## src/rtl/adc_pkg.sv

```systemverilog
// Shared types for the ADC sample filter: sample width, sample type and filter FSM states.
package adc_pkg;

    localparam int ADC_WIDTH = 8;

    typedef logic [ADC_WIDTH-1:0] adc_sample_t;

    typedef enum logic {
        FILL = 1'b0,
        RUN  = 1'b1
    } adc_filt_state_t;

endpackage

```

## src/rtl/adc_window_buf.sv

```systemverilog
// Circular sample window for the boxcar filter: one write port plus a combinational
// read of the oldest entry, which is the slot the next write will overwrite.
module adc_window_buf
    import adc_pkg::*;
#(
    parameter int WIDTH      = ADC_WIDTH,
    parameter int LOG2_DEPTH = 2
) (
    input  logic             clk,
    input  logic             rst_n,
    input  logic             i_wr_en,
    input  logic             i_clear,
    input  logic [WIDTH-1:0] i_wr_data,
    output logic [WIDTH-1:0] o_oldest
);

    localparam int DEPTH = 1 << LOG2_DEPTH;

    logic [WIDTH-1:0]      r_mem [DEPTH];
    logic [LOG2_DEPTH-1:0] r_wr_ptr;

    // DEPTH is a power of two, so the pointer wraps naturally.
    always_ff @(posedge clk or negedge rst_n) begin
        if (!rst_n) begin
            r_wr_ptr <= '0;
        end else if (i_clear) begin
            r_wr_ptr <= '0;
        end else if (i_wr_en) begin
            r_wr_ptr <= r_wr_ptr + LOG2_DEPTH'(1);
        end
    end

    // Sample storage is deliberately left out of reset.
    always_ff @(posedge clk) begin
        if (i_wr_en) begin
            r_mem[r_wr_ptr] <= i_wr_data;
        end
    end

    assign o_oldest = r_mem[r_wr_ptr];

endmodule

```

## src/rtl/adc_sample_filter.sv

```systemverilog
// Edge-detects the ADC ready level, keeps a 2**LOG2_DEPTH boxcar average and publishes it
// with a one-cycle valid pulse. Define ADC_FILTER_HYST_EN to gate updates by HYST LSBs.
//
// state | meaning
// FILL  | window not yet full; samples accumulate, no output
// RUN   | window full; each sample replaces the oldest and refreshes the average
module adc_sample_filter
    import adc_pkg::*;
#(
    parameter int WIDTH      = ADC_WIDTH,
    parameter int LOG2_DEPTH = 2,
    parameter int HYST       = 2
) (
    input  logic             clk,
    input  logic             reset,
    input  logic             enable,
    input  logic             clear,
    input  logic             drdy_in,
    input  logic [WIDTH-1:0] data_in,
    output logic [WIDTH-1:0] data_out,
    output logic             out_valid,
    output logic             settled
);

    localparam int DEPTH = 1 << LOG2_DEPTH;
    localparam int SW    = WIDTH + LOG2_DEPTH;

    if (LOG2_DEPTH < 1 || LOG2_DEPTH > 5 || HYST < 0) begin : g_bad_param
        $error("adc_sample_filter: illegal parameter set");
    end

    logic            r_drdy_q;
    adc_filt_state_t r_state;
    logic [SW-1:0]   r_sum;
    logic [LOG2_DEPTH:0] r_fill_cnt;
    logic            r_pend;
    logic [WIDTH-1:0] r_data_out;
    logic            r_out_valid;

    logic            w_new_sample;
    logic            w_take;
    logic            w_last_fill;
    logic            w_update;
    logic [WIDTH-1:0] w_oldest;
    logic [WIDTH-1:0] w_avg;
    logic [SW-1:0]   w_sum_next;

    assign w_new_sample = drdy_in & ~r_drdy_q & enable;
    assign w_take       = w_new_sample & ~clear;
    assign w_last_fill  = (r_fill_cnt == (LOG2_DEPTH+1)'(DEPTH - 1));
    assign w_avg        = r_sum[SW-1:LOG2_DEPTH];

    adc_window_buf #(
        .WIDTH      (WIDTH),
        .LOG2_DEPTH (LOG2_DEPTH)
    ) u_window_buf (
        .clk       (clk),
        .rst_n     (reset),
        .i_wr_en   (w_take),
        .i_clear   (clear),
        .i_wr_data (data_in),
        .o_oldest  (w_oldest)
    );

    always_comb begin
        w_sum_next = r_sum + SW'(data_in);
        if (r_state == RUN) begin
            w_sum_next = w_sum_next - SW'(w_oldest);
        end
    end

`ifdef ADC_FILTER_HYST_EN
    logic             r_first;
    logic [WIDTH-1:0] w_diff;

    // The first average after filling is always published, whatever data_out held before.
    always_ff @(posedge clk or negedge reset) begin
        if (!reset) begin
            r_first <= 1'b0;
        end else if (clear) begin
            r_first <= 1'b0;
        end else begin
            r_first <= w_take && (r_state == FILL) && w_last_fill;
        end
    end

    assign w_diff   = (w_avg >= r_data_out) ? (w_avg - r_data_out) : (r_data_out - w_avg);
    assign w_update = r_first | (w_diff >= WIDTH'(HYST));
`else
    assign w_update = 1'b1;
`endif

    always_ff @(posedge clk or negedge reset) begin
        if (!reset) begin
            r_drdy_q    <= 1'b0;
            r_state     <= FILL;
            r_sum       <= '0;
            r_fill_cnt  <= '0;
            r_pend      <= 1'b0;
            r_data_out  <= '0;
            r_out_valid <= 1'b0;
        end else begin
            r_drdy_q    <= drdy_in;
            r_out_valid <= 1'b0;
            r_pend      <= 1'b0;
            if (clear) begin
                r_state    <= FILL;
                r_sum      <= '0;
                r_fill_cnt <= '0;
            end else begin
                if (r_pend && w_update) begin
                    r_data_out  <= w_avg;
                    r_out_valid <= 1'b1;
                end
                if (w_take) begin
                    r_sum <= w_sum_next;
                    if (r_state == FILL) begin
                        r_fill_cnt <= r_fill_cnt + 1'b1;
                        if (w_last_fill) begin
                            r_state <= RUN;
                            r_pend  <= 1'b1;
                        end
                    end else begin
                        r_pend <= 1'b1;
                    end
                end
            end
        end
    end

    assign data_out  = r_data_out;
    assign out_valid = r_out_valid;
    assign settled   = (r_state == RUN);

endmodule

```

## config.mk

```make
export PLATFORM = sky130hd
export DESIGN_NAME = adc_sample_filter
export DESIGN_NICKNAME = d
export VERILOG_FILES = /design/src/rtl/adc_pkg.sv /design/src/rtl/adc_window_buf.sv /design/src/rtl/adc_sample_filter.sv
export SDC_FILE = /design/constraint.sdc
export NUM_CORES = 1
export LEC_CHECK = 0
export ABC_AREA = 1
export CORE_MARGIN = 2
export CORE_UTILIZATION = 52
export CTS_CLUSTER_DIAMETER = 100
export CTS_CLUSTER_SIZE = 16
export DETAILED_ROUTE_END_ITERATION = 10
export PLACE_DENSITY_LB_ADDON = 0.25
export SLEW_MARGIN = 40
export SYNTH_ARGS = -nofsm -noshare
export SYNTH_HDL_FRONTEND = slang
export SYNTH_SLANG_ARGS = --single-unit
```

## constraint.sdc

```tcl
create_clock -name clk -period 6.6 [get_ports clk]
set_clock_uncertainty 0.1 [all_clocks]
set_input_delay 0.66 -clock clk [delete_from_list [all_inputs] [get_ports clk]]
set_output_delay 0.66 -clock clk [all_outputs]
set_load 0.01 [all_outputs]
```

# [Word-level counts from Yosys, hierarchy flattened]
# Memory sizes are Yosys's and may differ from the RTL's.
# Index checks and enable logic that the tools add are counted.
# Widths: inputs -> output; s select.
[op_classes] addsub=4 mul=0 n_div=0 order_cmp=0 n_eq_ne=2 n_shift=0 muxes=18 n_bitwise=5 n_reduce_logical=3
[op_table] cell="$mux 10" count=3
[op_table] cell="$add 10x8->10" count=1
[op_table] cell="$mux 1" count=10
[op_table] cell="$sub 10x8->10" count=1
[op_table] cell="$mux 3" count=3
[op_table] cell="$mux 2" count=2
[op_table] cell="$reduce_and 2->1" count=2
[op_table] cell="$add 3x1->3 const B" count=1
[op_table] cell="$and 1x1->1" count=3
[op_table] cell="$eq 3x2->1 const B" count=1
[op_table] cell="$add 2x1->2 const B" count=1
[op_table] cell="$ne 2x2->1 const B" count=1
[op_table] cell="$not 1->1" count=2
[op_table] cell="$reduce_bool 2->1" count=1
[word_totals] register_bits=27 latchBits=0 ram_bits=32 romBits=0 input_bits=13 out_inout_bits=10 wordCells=41 mem_count=1
[mem_list] memory="u_window_buf.r_mem" words=4 word_bits=8 read_ports=1 rd_clocked_by_memory_dff=0 wr=1 line="adc_window_buf.sv:19" source="logic [WIDTH-1:0] r_mem [DEPTH];"

# [Logic depth before layout (Yosys ltp)]
# Gate-level depths: netlist of the first run.
[logic_depth] word_depth=6 mapped_depth=18

# [Hierarchy]
# From an unflattened synthesis of the first run, not the netlist that was laid out.
[unflattened] hier_cells=411 hier_area_um2=3407.0
[by_module_without_submodules] mod="adc_sample_filter" instances=1 cells_each=264 area_per_inst_um2=1884.3 seq_area_each_um2=625.6
[by_module_without_submodules] mod="adc_window_buf" instances=1 cells_each=147 area_per_inst_um2=1522.7 seq_area_each_um2=1011.0

# [Worst setup path after synthesis of the first run]
# OpenSTA, ideal clock, no wires.
[synth_path] path_kind="input-to-reg" startpoint="input data_in[0]" endpoint="register r_sum[9]" setup_time_ps=65 t_arrival_ps=2700 slack_ps=3734 cell_stages=18 n_path_buf=0 cell_sequence="ha_1 > fa_1 > nand3_1 > nand3_2 > nand3_1 > nand3_1 > nand2_1 > nand2_1 > ha_1 > nand2_1 > nor2_1 > nor2_1 > nand2_1 > nand2_1 > nand3_2 > nand2_1 > nand3_1 > nand2_1"
[synth_between] elab_chain_len=5
[synth_lines] item="from (decl)" line="adc_sample_filter.sv:19" source="input logic [WIDTH-1:0] data_in,"
[synth_lines] item="$add 10x8->10 *" line="adc_sample_filter.sv:66" source="w_sum_next = r_sum + SW'(data_in);"
[synth_lines] item="$sub 10x8->10" line="adc_sample_filter.sv:68" source="w_sum_next = w_sum_next - SW'(w_oldest);"
[synth_lines] item="$mux 10 *" line="adc_sample_filter.sv:67" source="if (r_state == RUN) begin"
[synth_lines] item="$mux 10 *" line="adc_sample_filter.sv:115" source="if (w_take) begin"
[synth_lines] item="$mux 10 *" line="adc_sample_filter.sv:106" source="if (clear) begin"
[synth_lines] item="to (signal assigned)" line="adc_sample_filter.sv:116" source="r_sum <= w_sum_next;"
[synth_lines] item="to (decl)" line="adc_sample_filter.sv:34" source="logic [SW-1:0] r_sum;"
# Mark *: on every way between the ends. The rest lies on a longest branch, timed or not. The select of a mux whose other input is x is not followed.
# A chain may end at the register's enable or synchronous reset.

# [Worst setup path in the final report of the first run]
# Ends and elaborated chain as after synthesis.

==> results.toml, run 1 <==
[outcome]
outcome = "finished, final reports clean"

[clocking]
cts_root_buf = "clkbuf_8"
ctsResizeCount = 0
clock_path_buffers = 2
cts_made_buffers = 9
htree_levels = 3
cts_setup_buffers = 0
ctsHoldBuffers = 0
clkTransAtPathRegs_ns = 0.07
cts_tree = "done"
clkSinkCount = 59
clk-insertion-delay-late_ns = 0.34

[route]
vias = 2480
drt_pass1_iterations = 4
wl_um = 6890
viasPerCell = 5.40
avgRoutedWirePerCell_um = 15.0
ant_nets = 0
drtIter0Drc = 111
drc_errors = 0

[logic_synthesis]
yosys.area_share.simple_pct = 21.2
yosysUniqueCellTypes = 37
yosysSeqAreaShare_pct = 50.7
synth_fp_nets = 388
netlist_area_um2 = 3230
synth_top_family_by_area = "simple AND/OR/NAND/NOR gates"
synth-compound-area-share_pct = 11.2
synth_adder_area_share_pct = 9.77
synth-xor-area-share_pct = 1.63
syn_area_per_cell_um2 = 9.19
synth-seq-cells = 59
syn_inst = 351
synth_warnings = 0
synthMuxAreaShare_pct = 0

[cells_and_area]
layout-drive-gt1-share_pct = 9.11
nNetsFinal = 416
fin_area_um2 = 3740
diodes = 0
syn2layout_area_growth_pct = 15.9

[timing]
setup_tns_ns = 0
worst_pin_slew_ns = 0.818
hold_viol = 0
fmax_mhz = 304
fin_crit_ns = 3.29
min_period_over_period_pct = 49.8
max_slew_margin_pct = 45.3
grt_setup_unrepaired = "false"
finalSetupViolCount = 0
slew_violations = 0

[floorplanning]
coreArea_um2 = 5960
start_util_pct = 54.2
io_pins = 23
row_count = 28
die-area_um2 = 6850
die_h_um = 82.8
die-width_um = 82.8

[worst_setup_path]
path_max_fanout = 5
max_stage_delay_ns = 0.48
startpoint_type = "input port"
end_kind = "flip-flop"
worstSetupPathType = "in2reg"
cp_slowest_cell = "clkdlybuf4s50_1"
crit_family = "simple AND/OR/NAND/NOR gates"
path_cells = "clkdlybuf4s50_1, ha_1, fa_1, nand3_1, nand3_2, nand3_1, nand3_1, nand2_1, nand2_1, ha_1, nand2_1, nor2_1, nor2_1, nand2_1, nand2_1, nand3_2, nand2_1, nand3_1, nand2_1"
worstPathRequired_ns = 6.78
crit_path_frequent_cell = "nand2_1"
path_buf_inv = 1
critPathArrivalTime_ns = 3.47

[global_routing]
antenna_found_initial = 0
grt_max_degree = 28
grt_util_met3_pct = 3.90
grt_overflow_total = 0
grt.busiest_layer = "met2"
gr-usage-all-layers_pct = 22.7
grt_use_met2_pct = 34.9
grt_pass1_wl_um = 11100
grt_pass1_vias = 2304
met1_usage_pct = 30.5

[job]
maxCapViolations = 0

[power_and_ir_drop]
vdd_drop_max_uv = 143
power.density_nw_per_um2 = 238
p_leak_nw = 1.68

[placed_design]
gp_congestion = 0.892
placed_area_um2 = 3520
io_buffers = 22
hpwlAfterDp_um = 4930

[worst_hold_path]
hold_path.class = "reg2reg"
[area by class of cell]
class,instances,area (um2)
Clock inverter,5,76.3
Clock buffer,11,141
Tap cell,75,93.8
Fill cell,520,2220
Inverter,40,150
Sequential cell,59,1640
Timing Repair Buffer,23,228
Multi-Input combinational cell,246,1410
[power breakdown]
part	switching (W)	total (W)	leakage (nW)	internal (W)
clock network	0.000141	0.000362	0.107	0.000221
registers	0.00000485	0.000400	0.659	0.000395
logic	0.0000765	0.000127	0.910	0.0000502
total	0.000223	0.000889	1.68	0.000666
[placed cells by master, fill, tap and decap left out, types with 2 or more instances in the layout]
cell type,instances
a21oi_1,15
a21oi_2,3
a32o_1,6
bufinv_16,2
clkbuf_8,10
clkdlybuf4s50_1,22
clkinv_1,2
dfrtp_1,27
edfxtp_1,32
fa_1,2
ha_1,22
inv_1,34
inv_2,5
nand2_1,97
nand2_2,5
nand3_1,18
nand3_2,3
nand4_1,3
nor2_1,25
o21ai_0,19
o21ai_1,5
o22ai_1,4
xnor2_1,3
xor2_1,3
[worst register-to-register path: stages, from the launching register on]
cell     delay, ns
dfrtp_1       0.75
inv_2         0.32
o21ai_1       0.20
o22ai_1       0.11
ha_1          0.25
fa_1          0.41
inv_1         0.11
nand2_1       0.06
nand3_1       0.11
nand2_1       0.07
nand2_1       0.06
nand2_1       0.06
nand2_1       0.06
nand2_1       0.05
nand3_1       0.08
nand2_1       0.05
[metal layers]
layer / wire length (um) / vias up
li1: - / 1240
met1: 3260 / 1167
met2: 3160 / 57
met3: 279 / 16
met4: 187 / 0
met5: 0 / -
[kinds of logic after synthesis]
group                    Yosys count
adder cells (fa/ha/maj)           24
buffers and inverters             46
AO/OA/AOI/OAI                     59
flip-flops                        59
AND/OR/NAND/NOR                  157
XOR/XNOR                           6
[synthesized netlist by cell type (all sizes together)]
cell type / n / area, um2
xor2: 3 / 26.3
nand4: 3 / 18.8
fa: 2 / 40.0
a32o: 6 / 60.1
inv: 39 / 146
o21ai: 25 / 129
a21oi: 18 / 101
buf: 4 / 18.8
and2: 1 / 6.26
dfrtp: 27 / 676
o22ai: 4 / 25.0
a211oi: 1 / 7.51
ha: 22 / 275
nand2: 102 / 395
or2: 1 / 6.26
nand3b: 1 / 7.51
o21bai: 1 / 7.51
edfxtp: 32 / 961
nor2: 27 / 125
nor3: 1 / 5.00
a21o: 1 / 7.51
xnor2: 3 / 26.3
o211ai: 1 / 7.51
clkinv: 1 / 3.75
a21boi: 1 / 7.51
clkbuf: 2 / 7.51
a32oi: 1 / 8.76
nand3: 21 / 120
[per-stage QoR]
| step | utilization (%) | worst slack [ns] | cells | total power [W] | hold slack, ns |
|---|---|---|---|---|---|
| 6_report | 62.8 | 3.31 | 459 | 0.000889 | 0.369 |
| 5_1_grt | 62.8 | 3.08 | 459 | 0.000922 | 0.408 |
| 4_1_cts | 62.8 | 3.33 | 459 | 0.000892 | 0.369 |
| 3_5_place_dp | 59.1 | 2.98 | 443 | 0.000532 | 0.360 |
| 3_3_place_gp | 59.1 | 3.08 | 443 | 0.000531 | 0.362 |
| 2_1_floorplan | - | 3.73 | 351 | 0.000495 | 0.264 |
[registers in the layout, summed over array words and instances, names as in the netlist]
name                   flops
out_valid                  1
settled                    1
r_fill_cnt                 3
data_out                   8
u_window_buf.r_wr_ptr      2
r_sum                     10
u_window_buf.r_mem        32
r_pend                     1
r_drdy_q                   1
[path summary, 6_finish.rpt]
kind / slack [ns] / startpoint / to / depth (start not counted)
worst max-delay path: 3.31 / data_in[0] / r_sum[9]$_DFFE_PN0P_ / 19
worst min-delay path: 0.37 / r_fill_cnt[0]$_DFFE_PN0P_ / r_fill_cnt[0]$_DFFE_PN0P_ / 1
worst max register to register: 3.65 / u_window_buf.r_wr_ptr[0]$_DFFE_PN0P_ / r_sum[8]$_DFFE_PN0P_ / 15
worst min register to register: 0.37 / r_fill_cnt[0]$_DFFE_PN0P_ / r_fill_cnt[0]$_DFFE_PN0P_ / 1
max in group asynchronous: 5.54 / reset / u_window_buf.r_wr_ptr[0]$_DFFE_PN0P_ / 2
min in group asynchronous: 0.58 / reset / data_out[5]$_DFFE_PN0P_ / 2
(Power assumes the default switching activity.)
==> inputs of run 2 (changes only) <==
==> constraint.sdc (replaced) <==
create_clock -name clk -period 3.1 [get_ports clk]
set_clock_uncertainty 0.1 [all_clocks]
set_input_delay 0.31 -clock clk [delete_from_list [all_inputs] [get_ports clk]]
set_output_delay 0.31 -clock clk [all_outputs]
set_load 0.01 [all_outputs]
==> results.toml, run 2 (same netlist as run 1, synthesis figures left out) <==
[global_routing]
gr-usage-all-layers_pct = 23.2
met1_usage_pct = 31.0
grt_max_degree = 28
grt.busiest_layer = "met2"
antenna_found_initial = 0
grt_util_met3_pct = 3.35
grt_overflow_total = 0
grt_pass1_wl_um = 11600
grt_pass1_vias = 2508
grt_use_met2_pct = 37.1

[floorplanning]
row_count = 28
die-width_um = 82.8
die-area_um2 = 6850
io_pins = 23
start_util_pct = 54.2
coreArea_um2 = 5960
die_h_um = 82.8

[cells_and_area]
layout.cells.non_filler = 475
n_fill_cell = 486
largest_register_ffs = 32
nNetsFinal = 432
fin_util_pct = 64.3
largest-register = "u_window_buf.r_mem"
most-common-layout-cells = "nand2_1, inv_1, edfxtp_1, dfrtp_1, nor2_1"
final_common_cell = "nand2_1"
diodes = 0
layout-drive-gt1-share_pct = 12.5
syn2layout_area_growth_pct = 18.6

[placed_design]
gp_congestion = 0.905
io_buffers = 22
dp_cells = 459
hpwlAfterDp_um = 5110
place_ws_ns = -0.0936

[worst_hold_path]
hold_path.class = "in2async"

[power_and_ir_drop]
vdd_drop_max_uv = 428
power.density_nw_per_um2 = 472
total_power_w = 0.00181
p_leak_nw = 1.74

[clocking]
cts_made_buffers = 9
cts_tree = "done"
clock_path_buffers = 2
ctsHoldBuffers = 0
clk-insertion-delay-late_ns = 0.34
cts_root_buf = "clkbuf_8"
clkSinkCount = 59
cts_setup_buffers = 0
ctsResizeCount = 0
clkTransAtPathRegs_ns = 0.07
htree_levels = 3

[worst_setup_path]
max_stage_delay_ns = 0.48
r2r-start = "r_sum[0]$_DFFE_PN0P_"
cp_slowest_cell = "clkdlybuf4s50_1"
r2r_end = "r_sum[5]$_DFFE_PN0P_"
path_cells = "clkdlybuf4s50_1, ha_1, fa_1, nand3_1, nand3_2, xor2_1, ha_1, nand2_1, nor2_1, nand2_1, o211ai_1, and2_1, o21ai_1, nand3_1, nand2_1"
worstRegToRegCells = 14
worstSetupPathType = "in2reg"
startpoint_type = "input port"
reg2reg_slack_ns = 0.29
worstPathRequired_ns = 3.27
crit_path_frequent_cell = "nand2_1"
end_kind = "flip-flop"
critPathArrivalTime_ns = 3.11
path_max_fanout = 5

[timing]
hold_viol = 0
finalSetupViolCount = 0
slew_violations = 0
fin_crit_ns = 2.94
min_period_over_period_pct = 95.0
worst_pin_slew_ns = 0.513
max_slew_margin_pct = 65.8
fmax_mhz = 340
timing.final.ws_setup_ns = 0.156
grt_setup_unrepaired = "false"

[route]
drt_pass1_iterations = 4
wl_um = 6920
viasPerCell = 5.37
avgRoutedWirePerCell_um = 14.6
ant_nets = 0
vias = 2550
drc_errors = 0
drtIter0Drc = 128

[outcome]
outcome = "finished, final reports clean"

[job]
maxCapViolations = 0
-- run 2: cell count changes in the layout (fill, tap and decap cells not counted) --
cell	before	now
clkbuf_8	10	9
clkinvlp_4	1	2
clkbuf_1	1	2
bufinv_16	2	1
buf_4	1	17
-- run 2: critical path, delay by kind of cell --
kind,cells,cell delay [ns]
AOI/OAI and AO/OA,2,0.30
xor gates and xnor gates,1,0.17
adders and majority gates,3,1.02
buffers and inverters,1,0.48
and+or+nand+nor,8,0.83
-- run 2: power by group --
| part | internal, W | switching, W | total [W] | leakage [nW] |
|---|---|---|---|---|
| registers | 0.000841 | 0.00000745 | 0.000848 | 0.659 |
| clock network | 0.000367 | 0.000296 | 0.000663 | 0.0870 |
| logic | 0.000123 | 0.000172 | 0.000295 | 0.992 |
| total | 0.00133 | 0.000475 | 0.00181 | 1.74 |
-- run 2: metal layers --
metal,part of all wire (%),vias to the layer above,routed length [um]
li1,-,1272,-
met1,47,1202,3240
met2,46,60,3190
met3,4.8,16,332
met4,2.4,0,165
met5,0,-,0
-- run 2: worst max path at each step --
stage                         start                   end  slack, ns  cells after the start
6_report                 data_in[0]  r_sum[5]$_DFFE_PN0P_       0.16                     15
2_1_floorplan  r_sum[0]$_DFFE_PN0P_  r_sum[9]$_DFFE_PN0P_       0.54                     18
4_1_cts                  data_in[0]  r_sum[5]$_DFFE_PN0P_       0.21                     15
3_3_place_gp             data_in[0]  r_sum[9]$_DFFE_PN0P_      -0.01                     16
3_5_place_dp             data_in[0]  r_sum[9]$_DFFE_PN0P_      -0.09                     16
5_1_grt                  data_in[0]  r_sum[9]$_DFFE_PN0P_      0.005                     16
-- run 2: final cells by class --
| class | count | area [um2] | share of cell area (%) |
|---|---|---|---|
| sequential | 59 | 1640 | 42.8 |
| clock buffer | 11 | 131 | 3.43 |
| inverter | 40 | 150 | 3.92 |
| multi-input combinational | 246 | 1410 | 36.9 |
| timing repair buffer | 39 | 348 | 9.09 |
| clock inverter | 5 | 53.8 | 1.41 |
| tap | 75 | 93.8 | 2.45 |
-- run 2: per-stage QoR --
stage               hold WS (ns)  TNS (ns)  area [um2]
finish                     0.248         0        3830
global route               0.294         0        3830
CTS                        0.255         0        3830
detailed placement         0.372    -0.293        3640
global placement           0.359   -0.0127        3640
floorplan                -0.0856         0        3230
